File: config.mk
export PLATFORM = sky130hd
export DESIGN_NAME = fir_stim_gen
export DESIGN_NICKNAME = d
export VERILOG_FILES = /design/src/rtl/fir_stim_gen.sv
export SDC_FILE = /design/constraint.sdc
export NUM_CORES = 1
export LEC_CHECK = 0
export CAP_MARGIN = 20
export CORE_UTILIZATION = 45
export DETAILED_ROUTE_END_ITERATION = 16
export PLACE_DENSITY_LB_ADDON = 0.05
export SLEW_MARGIN = 10
export SYNTH_ARGS = -nofsm -noshare
export SYNTH_HDL_FRONTEND = slang
export SYNTH_SLANG_ARGS = --single-unit
File: constraint.sdc
create_clock -name clk -period 3.2 [get_ports clk]
set_input_delay 0.8 -clock clk [delete_from_list [all_inputs] [get_ports clk]]
set_output_delay 0.8 -clock clk [all_outputs]
set_load 0.03 [all_outputs]
File: src/rtl/fir_stim_gen.sv
// Stimulus generator for a FIR under test: drives impulse/step/LFSR/alternating samples, then flushes
// and accumulates a checksum and signed peak of the FIR output over the drive and flush cycles.
module fir_stim_gen #(
  parameter int N_TAPS = 6,
  parameter int BW_in  = 6,
  parameter int BW_out = 8
) (
  input  logic                     clk,
  input  logic                     rst,
  input  logic                     start,
  input  logic [1:0]               mode,
  input  logic signed [BW_in-1:0]  amp,
  input  logic [7:0]               len,
  output logic signed [BW_in-1:0]  x_out,
  input  logic signed [BW_out-1:0] y_in,
  output logic                     busy,
  output logic                     done,
  output logic [15:0]              checksum,
  output logic signed [BW_out-1:0] peak
);

  localparam int CW = (N_TAPS > 255) ? $clog2(N_TAPS + 1) : 8;
  localparam logic [1:0] M_IMP  = 2'd0;
  localparam logic [1:0] M_STEP = 2'd1;
  localparam logic [1:0] M_LFSR = 2'd2;
  localparam logic [1:0] M_ALT  = 2'd3;
  localparam logic [15:0] LFSR_SEED = 16'hACE1;
  localparam logic signed [BW_out-1:0] PEAK_MIN = {1'b1, {(BW_out-1){1'b0}}};

  typedef enum logic [1:0] {S_IDLE, S_DRIVE, S_FLUSH, S_DONE} state_t;

  state_t                    state_q, state_d;
  logic [CW-1:0]             cnt_q, cnt_d;
  logic [1:0]                mode_q, mode_d;
  logic signed [BW_in-1:0]   amp_q, amp_d;
  logic signed [BW_in-1:0]   x_q, x_d;
  logic [15:0]               lfsr_q, lfsr_d;
  logic [15:0]               sum_q, sum_d;
  logic signed [BW_out-1:0]  peak_q, peak_d;

  logic [15:0]               lfsr_adv;
  logic [15:0]               y_ext;
  logic [15:0]               sum_acc;
  logic signed [BW_out-1:0]  peak_acc;

  // Fibonacci taps 16,14,13,11, shifting toward the MSB
  assign lfsr_adv = {lfsr_q[14:0], lfsr_q[15] ^ lfsr_q[13] ^ lfsr_q[12] ^ lfsr_q[10]};
  assign y_ext    = {{(16-BW_out){y_in[BW_out-1]}}, y_in};
  assign sum_acc  = sum_q + y_ext;
  assign peak_acc = (y_in > peak_q) ? y_in : peak_q;

  always_comb begin
    state_d = state_q;
    cnt_d   = cnt_q;
    mode_d  = mode_q;
    amp_d   = amp_q;
    x_d     = x_q;
    lfsr_d  = lfsr_q;
    sum_d   = sum_q;
    peak_d  = peak_q;
    case (state_q)
      S_IDLE: begin
        x_d = '0;
        if (start) begin
          mode_d = mode;
          amp_d  = amp;
          sum_d  = '0;
          peak_d = PEAK_MIN;
          lfsr_d = LFSR_SEED;
          if (len != 8'd0) begin
            state_d = S_DRIVE;
            cnt_d   = CW'(len);
            x_d     = (mode == M_LFSR) ? LFSR_SEED[BW_in-1:0] : amp;
          end else begin
            state_d = S_FLUSH;
            cnt_d   = CW'(N_TAPS);
          end
        end
      end
      S_DRIVE: begin
        sum_d  = sum_acc;
        peak_d = peak_acc;
        lfsr_d = lfsr_adv;
        if (cnt_q == CW'(1)) begin
          state_d = S_FLUSH;
          cnt_d   = CW'(N_TAPS);
          x_d     = '0;
        end else begin
          cnt_d = cnt_q - CW'(1);
          case (mode_q)
            M_IMP:   x_d = '0;
            M_STEP:  x_d = amp_q;
            M_LFSR:  x_d = lfsr_adv[BW_in-1:0];
            M_ALT:   x_d = -x_q;
            default: x_d = '0;
          endcase
        end
      end
      S_FLUSH: begin
        sum_d  = sum_acc;
        peak_d = peak_acc;
        x_d    = '0;
        if (cnt_q == CW'(1)) begin
          state_d = S_DONE;
        end else begin
          cnt_d = cnt_q - CW'(1);
        end
      end
      S_DONE: begin
        x_d     = '0;
        state_d = S_IDLE;
      end
      default: state_d = S_IDLE;
    endcase
  end

  always_ff @(posedge clk) begin
    if (rst) begin
      state_q <= S_IDLE;
      cnt_q   <= '0;
      mode_q  <= M_IMP;
      amp_q   <= '0;
      x_q     <= '0;
      lfsr_q  <= LFSR_SEED;
      sum_q   <= '0;
      peak_q  <= PEAK_MIN;
    end else begin
      state_q <= state_d;
      cnt_q   <= cnt_d;
      mode_q  <= mode_d;
      amp_q   <= amp_d;
      x_q     <= x_d;
      lfsr_q  <= lfsr_d;
      sum_q   <= sum_d;
      peak_q  <= peak_d;
    end
  end

  assign x_out    = x_q;
  assign busy     = (state_q == S_DRIVE) || (state_q == S_FLUSH);
  assign done     = (state_q == S_DONE);
  assign checksum = sum_q;
  assign peak     = peak_q;

endmodule
Yosys cells after proc, flatten, opt, wreduce, memory -nomap -nowiden
Index checks and enable logic that the tools add are counted.

Reductions and logical operators: 15. Multiplexer cells: 23. Div/mod/pow operators: 0. Add/sub/neg operators: 3. Equality and inequality tests: 13. Shifts and indexed selects: 0. Bitwise gates (word level): 3. $mul: 0. $lt $le $gt $ge: 1.

Operators by type and width (count): $pmux 16 s2 (2); $mux 8 (6); $mux 16 (2); $mux 6 (4); $pmux 6 s4 (1); $pmux 8 s3 (1); $pmux 6 s3 (1); $add 16x16->16 (1); $pmux 8 s2 (1); $eq 2x2->1 const B (5); $reduce_and 3->1 (3); $eq 8x1->1 const B (1); $gt 8x8->1 (1); $mux 2 (4); $ne 2x2->1 const B (4); $pmux 2 s4 (1); $reduce_bool 8->1 (1); $sub 8x1->8 const B (1); $neg 6->6 (1); $reduce_and 2->1 (3); $eq 2x1->1 const B (2); $logic_not 2->1 (2); $reduce_bool 2->1 (2); $reduce_or 2->1 (2); other kinds (4) (6).

Memory bits (read-only): 0. RAM bits: 0. Memories: 0. Input port bits: 27. Output and inout port bits: 32. Latch bits: 0. Logic and storage cells: 66. Register bits: 64.

Logic depth before layout (Yosys ltp)
Gate-level depths: netlist of run 1.

Depth in word-level cells: 6. Depth in mapped cells: 10. Mapped depth without buffers: 9.

Worst setup path after synthesis of run 1
No wires, ideal clock.

Kind: input -> register. Start: input y_in[0]. End: register sum_q[14] (netlist: checksum[14]). Data arrival time: 2.561 ns. Setup time: 0.117 ns. Path slack: 0.522 ns. Cell stages on the path: 9. Path buffers: 0. Data required time: 3.083 ns. Path through: ha_1 -> fa_1 -> a21oi_1 -> o211ai_1 -> a21oi_2 -> nor2b_1 -> a221oi_1 -> xnor2_1 -> a22o_1.

Cells in the longest elaborated chain, start to end: 2.

RTL lines: from (decl) (line 15) `input logic signed [BW_out-1:0] y_in,`; $add 16x16->16 (line 49) `assign sum_acc = sum_q + y_ext;`; $pmux 16 s2 (line 61) `case (state_q)`; to (signal assigned) (line 134) `sum_q <= sum_d;`; to (decl) (line 38) `logic [15:0] sum_q, sum_d;`.

Every way passes these cells. A chain may end at the register's enable or synchronous reset.

Worst setup path in the final report of run 1
Same ends and word-level chain as after synthesis.

==> metrics.cfg, run 1 <==
[final_layout]
drive_above_1_share_pct = 10.85
antenna_cells = 0
layout.nets = 569
final_common_cell = dfxtp_1
area_growth_pct = 27.86
nFillCells = 723
utilization_pct = 60.16
final_cell_mix = 64 x dfxtp_1, 58 x clkdlybuf4s50_1, 43 x a21oi_1, 41 x nor2_1, 39 x nand2_1

[routing]
drc = 0
antenna_left = 0
vias = 3349
vias_per_cell = 5.419
wl_per_cell_um = 13.94
drtIter0Drc = 118
dr.pass1.iters = 5
routed_wirelength_um = 8612

[timing]
finalMaxSlewViolations = 0
rsz0062_at_grt = no
fin_crit_ps = 2922
fin_hold_ws_ps = 457.9
hold_viol = 0
max_freq_ghz = 0.3422
relSlewSlack_pct = 46.66
period_share_pct = 91.33
tightest_slew_ps = 798.5
setup_viol = 0
fin_skew_ps = 12.92

[hold_path]
hold_class = flop to flop
hold_path.startpoint = amp_q[3]

[die]
die_h_um = 92.58
fp.dieW_um = 92.58
io_pins = 59
initial_core_util_pct = 47.05
coreArea_um2 = 7848
die-area_um2 = 8571
rows = 32

[worst_setup_path]
start_kind = input pin
cp.required_ps = 3430
crit_start = y_in[0]
r2r-start = state_q[0]
crit_fanout = 3
path_class = input pin to flop
worstSetupEndpointType = flop
crit_arrival_ps = 3150

[clock_tree]
cts.clk_slew.worst_paths_ps = 80
postCtsResizedCells = 0
cts_tree = yes
cts-hold-fix-buffers = 0
cts_max_level = 3
clockRootBuffer = clkbuf_8
post-cts-setup-buffers = 0
clk_path_buf_depth = 2
cts-buffers-inserted = 9
cts_sinks = 64
clk_latency_ps = 340

[grt]
grt_pass1_vias = 3270
grt_pass1_wl_um = 14940
grt_max_degree = 25
grt_use_total_pct = 21.59
antenna_found_initial = 0
grt_remaining_overflow = 0

[yosys]
synth_top_family_by_area = compound AO/OA/AOI/OAI gates
ys_seq_area_share_pct = 34.70
async_reset_ff_share_pct = 0
ys_types = 53
netlist_instances = 434
synth_xor_xnor_area_share_pct = 4.981
synth_warnings = 0
synthAdderAreaFrac_pct = 10.71
synthFlopType = dfxtp_1
synth.area.mux_share_pct = 2.372
synth.avg_cell_area_um2 = 8.508
synth_seq_cells = 64
synth_nets = 492
synth-simple-area-share_pct = 17.35
netlist_area_um2 = 3692
synth-edff-count = 0
synth_compound_area_share_pct = 25.55

[pwr]
leakage_nw = 1.942
ir_drop_uv = 386.7
powerDensity_nw_per_um2 = 851.2

[run]
cap_viol_max_count = 0

[placed_design]
io_buffers = 58
place.detailed.hpwl_um = 6233
gp_congestion = 0.8147

[outcome]
outcome = complete, no violations

## layout make-up
type / count / area, um^2 / area share, %
tap: 102 / 127.6 / 2.703
clock inverter: 7 / 81.33 / 1.723
clock buffer: 9 / 123.9 / 2.624
inverter: 22 / 82.58 / 1.749
timing repair buffer: 82 / 773.2 / 16.38
multi-input combinational: 332 / 2251 / 47.68
sequential: 64 / 1281 / 27.14
## worst paths after layout
path | end | slack [ps] | cells past startpoint
max | checksum[14] | 280 | 10
min | amp_q[3] | 460 | 2
max reg2reg | checksum[8] | 730 | 7
min reg2reg | amp_q[3] | 460 | 2
## critical path, stage by stage
cell and delay (ps):
clkdlybuf4s50_1 440, ha_1 240, fa_1 380, a21oi_1 270
o211ai_1 180, a21oi_2 170, nor2b_1 80, a221oi_1 310
xnor2_1 100, a22o_1 190
## flip-flops by register name, indices dropped and copies added, names as in the netlist
signal and count:
peak 8, x_out 6, mode_q 2, state_q 2, amp_q 6, lfsr_q 16, cnt_q 8, checksum 16
## power breakdown
group          internal, mW  total, mW  switching [mW]  leakage (nW)
registers             0.979       1.14           0.160         0.522
clock network         0.367      0.720           0.353        0.0936
logic                 0.924       2.16            1.24          1.33
## cells in the mapped netlist (all sizes together) (2+ instances only)
library cell   n  area [um^2]
dfxtp         64         1281
mux2i          2        20.02
nand2         40        152.6
nor3           5        25.02
ha            30        375.4
a211oi         3        27.52
inv           22        82.58
or3            3        20.02
o22ai         11        68.82
nor4           2        12.51
buf            4        32.53
or4            2        15.01
o221ai         2        17.52
nor2          42        160.2
a22oi         13        97.59
and3           2        13.77
and2           3        18.77
clkbuf        12        45.04
xnor2         13        113.9
o21ai         25        125.1
nor2b         10        62.56
o21a           3        22.52
xor2           8        70.07
a21oi         44        224.0
mux2           6        67.56
a21o           6        45.04
nand3          6        30.03
a22o          21        183.9
a32oi          4        35.03
nand2b        12        75.07
## cells by family (layout without fill, tap and decap cells)
kind of cell | after synthesis | count (layout)
AND/OR/NAND/NOR | 132 | 132
flip-flops | 64 | 64
adder cells (fa/ha/maj) | 31 | 31
buffers and inverters | 38 | 120
AO/OA/AOI/OAI | 140 | 140
multiplexers | 8 | 8
XOR/XNOR | 21 | 21
## metrics by stage
step	setup TNS, ps	worst slack (ps)	cell area (um^2)	std cells	total power, mW
after detailed placement	-73.57	-73.57	4516	602	3.298
after global placement	-67.44	-67.44	4516	602	3.266
after floorplan	0	522.0	3692	434	2.662
after CTS	0	268.9	4721	618	4.038
after global routing	0	119.0	4721	618	4.325
final	0	277.5	4721	618	4.018
## layer usage
layer / global-route usage (%) / share of wire, % / up-vias
met5: 0 / 0 / -
met4: 6.510 / 1.1 / 0
met3: 4.680 / 3.8 / 9
met2: 36.85 / 48 / 61
met1: 27.08 / 47 / 1563
li1: - / - / 1716
No activity file was read; power rests on OpenSTA's default activity.
==> run 2, diff against run 1 <==
--- a/config.mk
+++ b/config.mk
@@ -7,8 +7,10 @@
 export LEC_CHECK = 0
 export CAP_MARGIN = 20
 export CORE_UTILIZATION = 45
+export CTS_CLUSTER_SIZE = 10
 export DETAILED_ROUTE_END_ITERATION = 16
 export PLACE_DENSITY_LB_ADDON = 0.05
+export SETUP_SLACK_MARGIN = 0.15
 export SLEW_MARGIN = 10
 export SYNTH_ARGS = -nofsm -noshare
 export SYNTH_HDL_FRONTEND = slang
==> metrics.cfg, run 2 (synthesized netlist as in run 1, its figures left out) <==
[routing]
dr.pass1.iters = 5  ; unchanged
drc = 0  ; unchanged
vias = 3352  ; was 3349
antenna_left = 0  ; unchanged
drtIter0Drc = 114  ; was 118
wl_per_cell_um = 13.94  ; about the same
routed_wirelength_um = 8615  ; was 8612 um
vias_per_cell = 5.424  ; was 5.419

[pwr]
leakage_nw = 1.943  ; was 1.942 nW
ir_drop_uv = 386.8  ; was 386.7 uV
power.total_mw = 4.021  ; was 4.018 mW
p_sw_share_pct = 43.52  ; was 43.51%
p_int_mw = 2.271  ; was 2.270 mW
power.share.clock_pct = 17.9  ; about the same
p_switching_mw = 1.750  ; was 1.748 mW
comb_power_share_pct = 53.8  ; was 53.7%
powerDensity_nw_per_um2 = 851.1  ; was 851.2 nW/um^2
seqPwrFrac_pct = 28.3  ; was 28.4%

[final_layout]
nFillCells = 723  ; unchanged
antenna_cells = 0  ; unchanged
drive_above_1_share_pct = 11.05  ; was 10.85%
final_cell_mix = 64 x dfxtp_1, 58 x clkdlybuf4s50_1, 42 x a21oi_1, 41 x nor2_1, 39 x nand2_1  ; was 64 x dfxtp_1, 58 x clkdlybuf4s50_1, 43 x a21oi_1, 41 x nor2_1, 39 x nand2_1
final_common_cell = dfxtp_1  ; unchanged
layout.nets = 569  ; unchanged
multi_input_area_um2 = 2255  ; was 2251 um^2
area_growth_pct = 27.96  ; was 27.86%
area.sequential_um2 = 1281  ; unchanged

[outcome]
outcome = complete, no violations  ; unchanged

[worst_setup_path]
cp_slowest_cell = clkdlybuf4s50_1  ; unchanged
cp_num_buf_inv = 2  ; was 1
path_class = input pin to flop  ; unchanged
r2r-start = state_q[0]  ; unchanged
worstPathCellList = clkdlybuf4s50_1 -> buf_4 -> ha_1 -> a21oi_1 -> o21ai_0 -> o211a_1 -> or3_1 -> a21o_1 -> nand3_1  ; was clkdlybuf4s50_1 -> ha_1 -> fa_1 -> a21oi_1 -> o211ai_1 -> a21oi_2 -> nor2b_1 -> a221oi_1 -> xnor2_1 -> a22o_1
crit_start = y_in[7]  ; was y_in[0]
crit_arrival_ps = 3190  ; was 3150 ps
r2r_cells = 7  ; unchanged
r2r_slack_ps = 730  ; about the same
crit_family = compound AO/OA/AOI/OAI gates  ; unchanged
crit_cells = 9  ; was 10
crit_end = checksum[15]  ; was checksum[14]
crit_fanout = 5  ; was 3
worstSetupEndpointType = flop  ; unchanged
reg2reg_to = checksum[8]  ; unchanged
cp.required_ps = 3480  ; was 3430 ps
slowest_delay_ps = 490  ; was 440 ps
start_kind = input pin  ; unchanged

[grt]
grt_use_total_pct = 21.59  ; unchanged
grt_pass1_vias = 3270  ; unchanged
grt_max_degree = 25  ; unchanged
grt_pass1_wl_um = 14940  ; unchanged
grt_remaining_overflow = 0  ; unchanged
antenna_found_initial = 0  ; unchanged

[timing]
tightest_slew_ps = 798.5  ; unchanged
rsz0062_at_grt = no  ; unchanged
tns_ps = 0  ; unchanged
fin_skew_ps = 12.92  ; unchanged
period_share_pct = 90.87  ; was 91.33%
layout_setup_ws_ps = 292.3  ; was 277.5 ps
max_freq_ghz = 0.3439  ; was 0.3422 GHz
finalMaxSlewViolations = 0  ; unchanged
fin_hold_ws_ps = 457.9  ; unchanged
relSlewSlack_pct = 46.66  ; unchanged
hold_viol = 0  ; unchanged
fin_crit_ps = 2908  ; was 2922 ps
setup_viol = 0  ; unchanged

[placed_design]
gp_congestion = 0.8147  ; unchanged
place.detailed.hpwl_um = 6233  ; unchanged
pre_cts_ws_ps = -73.57  ; unchanged
io_buffers = 58  ; unchanged

[clock_tree]
cts-hold-fix-buffers = 0  ; unchanged
clockRootBuffer = clkbuf_8  ; unchanged
cts_sinks = 64  ; unchanged
cts_max_level = 3  ; unchanged
clk_latency_ps = 340  ; about the same
cts_tree = yes  ; unchanged
cts-buffers-inserted = 9  ; unchanged
postCtsResizedCells = 0  ; unchanged
post-cts-setup-buffers = 0  ; unchanged
cts.clk_slew.worst_paths_ps = 80  ; about the same
clk_path_buf_depth = 2  ; unchanged

[die]
coreArea_um2 = 7848  ; unchanged
die-area_um2 = 8571  ; unchanged
die_h_um = 92.58  ; unchanged
rows = 32  ; unchanged
initial_core_util_pct = 47.05  ; unchanged
fp.dieW_um = 92.58  ; unchanged
io_pins = 59  ; unchanged

[hold_path]
hold_class = flop to flop  ; unchanged

[run]
cap_viol_max_count = 0  ; unchanged

==> run 2: cell counts in the layout (fill, tap and decap cells not counted) <==
No cell type changed its count.
==> run 2: worst reg2reg max path, cell delays in order (launching register included) <==
cell and delay (ps):
dfxtp_1 340, inv_1 100, ha_1 400, nand2b_1 260
o21ai_1 210, buf_4 200, nor2b_1 650, a22o_1 260
==> run 2: metal layers <==
| metal | track usage (%) | up-vias | part of all wire, % | wire length (um) |
|---|---|---|---|---|
| met4 | 6.510 | 0 | 1.1 | 92 |
| met2 | 36.85 | 61 | 48 | 4116 |
| met1 | 27.08 | 1566 | 47 | 4083 |
| li1 | - | 1716 | - | - |
| met5 | 0 | - | 0 | 0 |
| met3 | 4.680 | 9 | 3.7 | 323 |
==> run 2: metrics by stage <==
stage          cells  cell area, um^2  util [%]
2_1_floorplan    434             3692         -
3_3_place_gp     602             4516     57.54
3_5_place_dp     602             4516     57.54
4_1_cts          618             4721     60.16
5_1_grt          618             4725     60.20
6_report         618             4725     60.20
==> run 2: power groups by stage <==
| stage | combinational, mW | clock [mW] | sequential, mW |
|---|---|---|---|
| finish | 2.16 | 0.720 | 1.14 |
| global route | 2.39 | 0.773 | 1.16 |
| CTS | 2.16 | 0.740 | 1.14 |
| detailed placement | 2.15 | 0 | 1.15 |
| global placement | 2.12 | 0 | 1.15 |
| floorplan | 1.39 | 0 | 1.28 |
==> run 2: area by class of cell <==
cell class | count | share of cell area [%]
timing repair buffer | 82 | 16.37
multi-input combinational | 332 | 47.72
inverter | 22 | 1.748
sequential | 64 | 27.12
clock inverter | 7 | 1.721
clock buffer | 9 | 2.622
tap | 102 | 2.701
==> run 2: how the worst min path moves through the flow <==
stage	cells after the start	slack, ps	end	start
finish	2	460	amp_q[3]	amp_q[3]
global route	2	480	cnt_q[3]	cnt_q[3]
CTS	2	460	amp_q[0]	amp_q[0]
detailed placement	2	450	amp_q[0]	amp_q[0]
global placement	2	440	amp_q[4]	amp_q[4]
floorplan	2	430	amp_q[0]	amp_q[0]
==> run 3, diff against run 2 <==
--- a/config.mk
+++ b/config.mk
@@ -7,6 +7,7 @@
 export LEC_CHECK = 0
 export CAP_MARGIN = 20
 export CORE_UTILIZATION = 45
+export CTS_BUF_LIST = sky130_fd_sc_hd__clkbuf_4
 export CTS_CLUSTER_SIZE = 10
 export DETAILED_ROUTE_END_ITERATION = 16
 export PLACE_DENSITY_LB_ADDON = 0.05
==> metrics.cfg, run 3 (synthesized netlist as in run 1, its figures left out) <==
[outcome]
outcome = complete, no violations  ; unchanged

[clock_tree]
cts_sinks = 64  ; unchanged
cts-hold-fix-buffers = 0  ; unchanged
clk_latency_ps = 420  ; was 340 ps
cts_tree = yes  ; unchanged
clk_path_buf_depth = 2  ; unchanged
postCtsResizedCells = 0  ; unchanged
cts_max_level = 3  ; unchanged
clockRootBuffer = clkbuf_4  ; was clkbuf_8
post-cts-setup-buffers = 0  ; unchanged
cts-buffers-inserted = 9  ; unchanged
cts.clk_slew.worst_paths_ps = 130  ; was 80 ps

[worst_setup_path]
crit_arrival_ps = 3140  ; was 3190 ps
start_kind = input pin  ; unchanged
cp_num_buf_inv = 1  ; was 2
cp_slowest_cell = clkdlybuf4s50_1  ; unchanged
path_class = input pin to flop  ; unchanged
cp.required_ps = 3500  ; was 3480 ps
crit_fanout = 3  ; was 5
worstSetupEndpointType = flop  ; unchanged
slowest_delay_ps = 440  ; was 490 ps
worstPathCellList = clkdlybuf4s50_1 -> ha_1 -> fa_1 -> a21oi_1 -> o211ai_1 -> a21oi_2 -> nor2b_1 -> a221oi_1 -> xnor2_1 -> a22o_1  ; was clkdlybuf4s50_1 -> buf_4 -> ha_1 -> a21oi_1 -> o21ai_0 -> o211a_1 -> or3_1 -> a21o_1 -> nand3_1
crit_family = compound AO/OA/AOI/OAI gates  ; unchanged

[grt]
grtUsageMet2_pct = 36.79  ; was 36.85%
use_met3_pct = 5.419  ; was 4.680%
busiest_layer = met2  ; unchanged
grt_use_total_pct = 21.50  ; was 21.59%
grt_use_met1_pct = 26.88  ; was 27.08%
grt_max_degree = 25  ; unchanged
grt_pass1_wl_um = 14880  ; was 14940 um
grt_remaining_overflow = 0  ; unchanged
grt_pass1_vias = 3270  ; unchanged
antenna_found_initial = 0  ; unchanged

[pwr]
leakage_nw = 1.919  ; was 1.943 nW
ir_drop_uv = 416.2  ; was 386.8 uV
powerDensity_nw_per_um2 = 830.7  ; was 851.1 nW/um^2

[routing]
drc = 0  ; unchanged
vias_per_cell = 5.443  ; was 5.424
antenna_left = 0  ; unchanged
wl_per_cell_um = 13.85  ; was 13.94 um
dr.pass1.iters = 4  ; was 5
routed_wirelength_um = 8557  ; was 8615 um
drtIter0Drc = 105  ; was 114
vias = 3364  ; was 3352

[timing]
max_freq_ghz = 0.3522  ; was 0.3439 GHz
relSlewSlack_pct = 45.76  ; was 46.66%
tns_ps = 0  ; unchanged
tightest_slew_ps = 811.9  ; was 798.5 ps
rsz0062_at_grt = no  ; unchanged
finalMaxSlewViolations = 0  ; unchanged
period_share_pct = 88.73  ; was 90.87%
hold_viol = 0  ; unchanged
fin_skew_ps = 22.76  ; was 12.92 ps
fin_crit_ps = 2839  ; was 2908 ps
setup_viol = 0  ; unchanged

[final_layout]
drive_above_1_share_pct = 10.85  ; was 11.05%
layout.nets = 569  ; unchanged
design_area_um2 = 4664  ; was 4725 um^2
final_cell_mix = 64 x dfxtp_1, 58 x clkdlybuf4s50_1, 43 x a21oi_1, 41 x nor2_1, 39 x nand2_1  ; was 64 x dfxtp_1, 58 x clkdlybuf4s50_1, 42 x a21oi_1, 41 x nor2_1, 39 x nand2_1
nFillCells = 736  ; was 723
area_growth_pct = 26.33  ; was 27.96%
antenna_cells = 0  ; unchanged
final_common_cell = dfxtp_1  ; unchanged

[die]
die-area_um2 = 8571  ; unchanged
rows = 32  ; unchanged
die_h_um = 92.58  ; unchanged
fp.dieW_um = 92.58  ; unchanged
initial_core_util_pct = 47.05  ; unchanged
coreArea_um2 = 7848  ; unchanged
io_pins = 59  ; unchanged

[run]
cap_viol_max_count = 0  ; unchanged

[placed_design]
io_buffers = 58  ; unchanged
postPlaceCellArea_um2 = 4516  ; unchanged
place.detailed.hpwl_um = 6233  ; unchanged
gp_congestion = 0.8147  ; unchanged

[hold_path]
hold_class = flop to flop  ; unchanged

==> run 3: cell counts in the layout (fill, tap and decap cells not counted) <==
No cell type changed its count.
==> run 3: routing by layer <==
layer	up-vias	wire length, um	part of all wire, %
met1	1567	4035	47
met4	0	91	1.1
met2	66	4080	48
met3	11	350	4.1
met5	-	0	0
li1	1720	-	-
==> run 3: per-stage QoR <==
step	power, mW	worst slack (ps)	hold slack [ps]	util (%)	instances
4_1_cts	3.897	368.7	466.8	59.44	618
3_5_place_dp	3.298	-73.57	448.7	57.54	602
5_1_grt	4.185	223.4	489.5	59.44	618
2_1_floorplan	2.662	522.0	433.8	-	434
3_3_place_gp	3.266	-67.44	442.2	57.54	602
6_report	3.875	360.7	463.7	59.44	618
==> run 3: cell type report <==
| type | count | area (um^2) | share of cell area (%) |
|---|---|---|---|
| tap | 102 | 127.6 | 2.736 |
| inverter | 22 | 82.58 | 1.770 |
| sequential | 64 | 1281 | 27.47 |
| clock inverter | 7 | 81.33 | 1.744 |
| clock buffer | 9 | 67.56 | 1.448 |
| multi-input combinational | 332 | 2251 | 48.26 |
| timing repair buffer | 82 | 773.2 | 16.58 |
==> run 3: report_power, final <==
part           total, mW  switching [mW]  internal, mW
Sequential          1.14           0.160         0.978
Clock              0.579           0.334         0.245
Combinational       2.16            1.23         0.924
Total               3.87            1.73          2.15
==> run 3: worst reg2reg max path: stages, from the launching register on <==
cell and delay (ps):
dfxtp_1 350, inv_1 100, ha_1 400, nand2b_1 260, o21ai_1 210, buf_4 200
nor2b_1 660, a22o_1 260
==> run 3: final timing paths <==
kind,from,end,slack (ps),depth (start not counted)
max,y_in[0],checksum[14],360,10
min,amp_q[0],amp_q[0],460,2
max reg2reg,state_q[0],checksum[8],710,7
min reg2reg,amp_q[0],amp_q[0],460,2
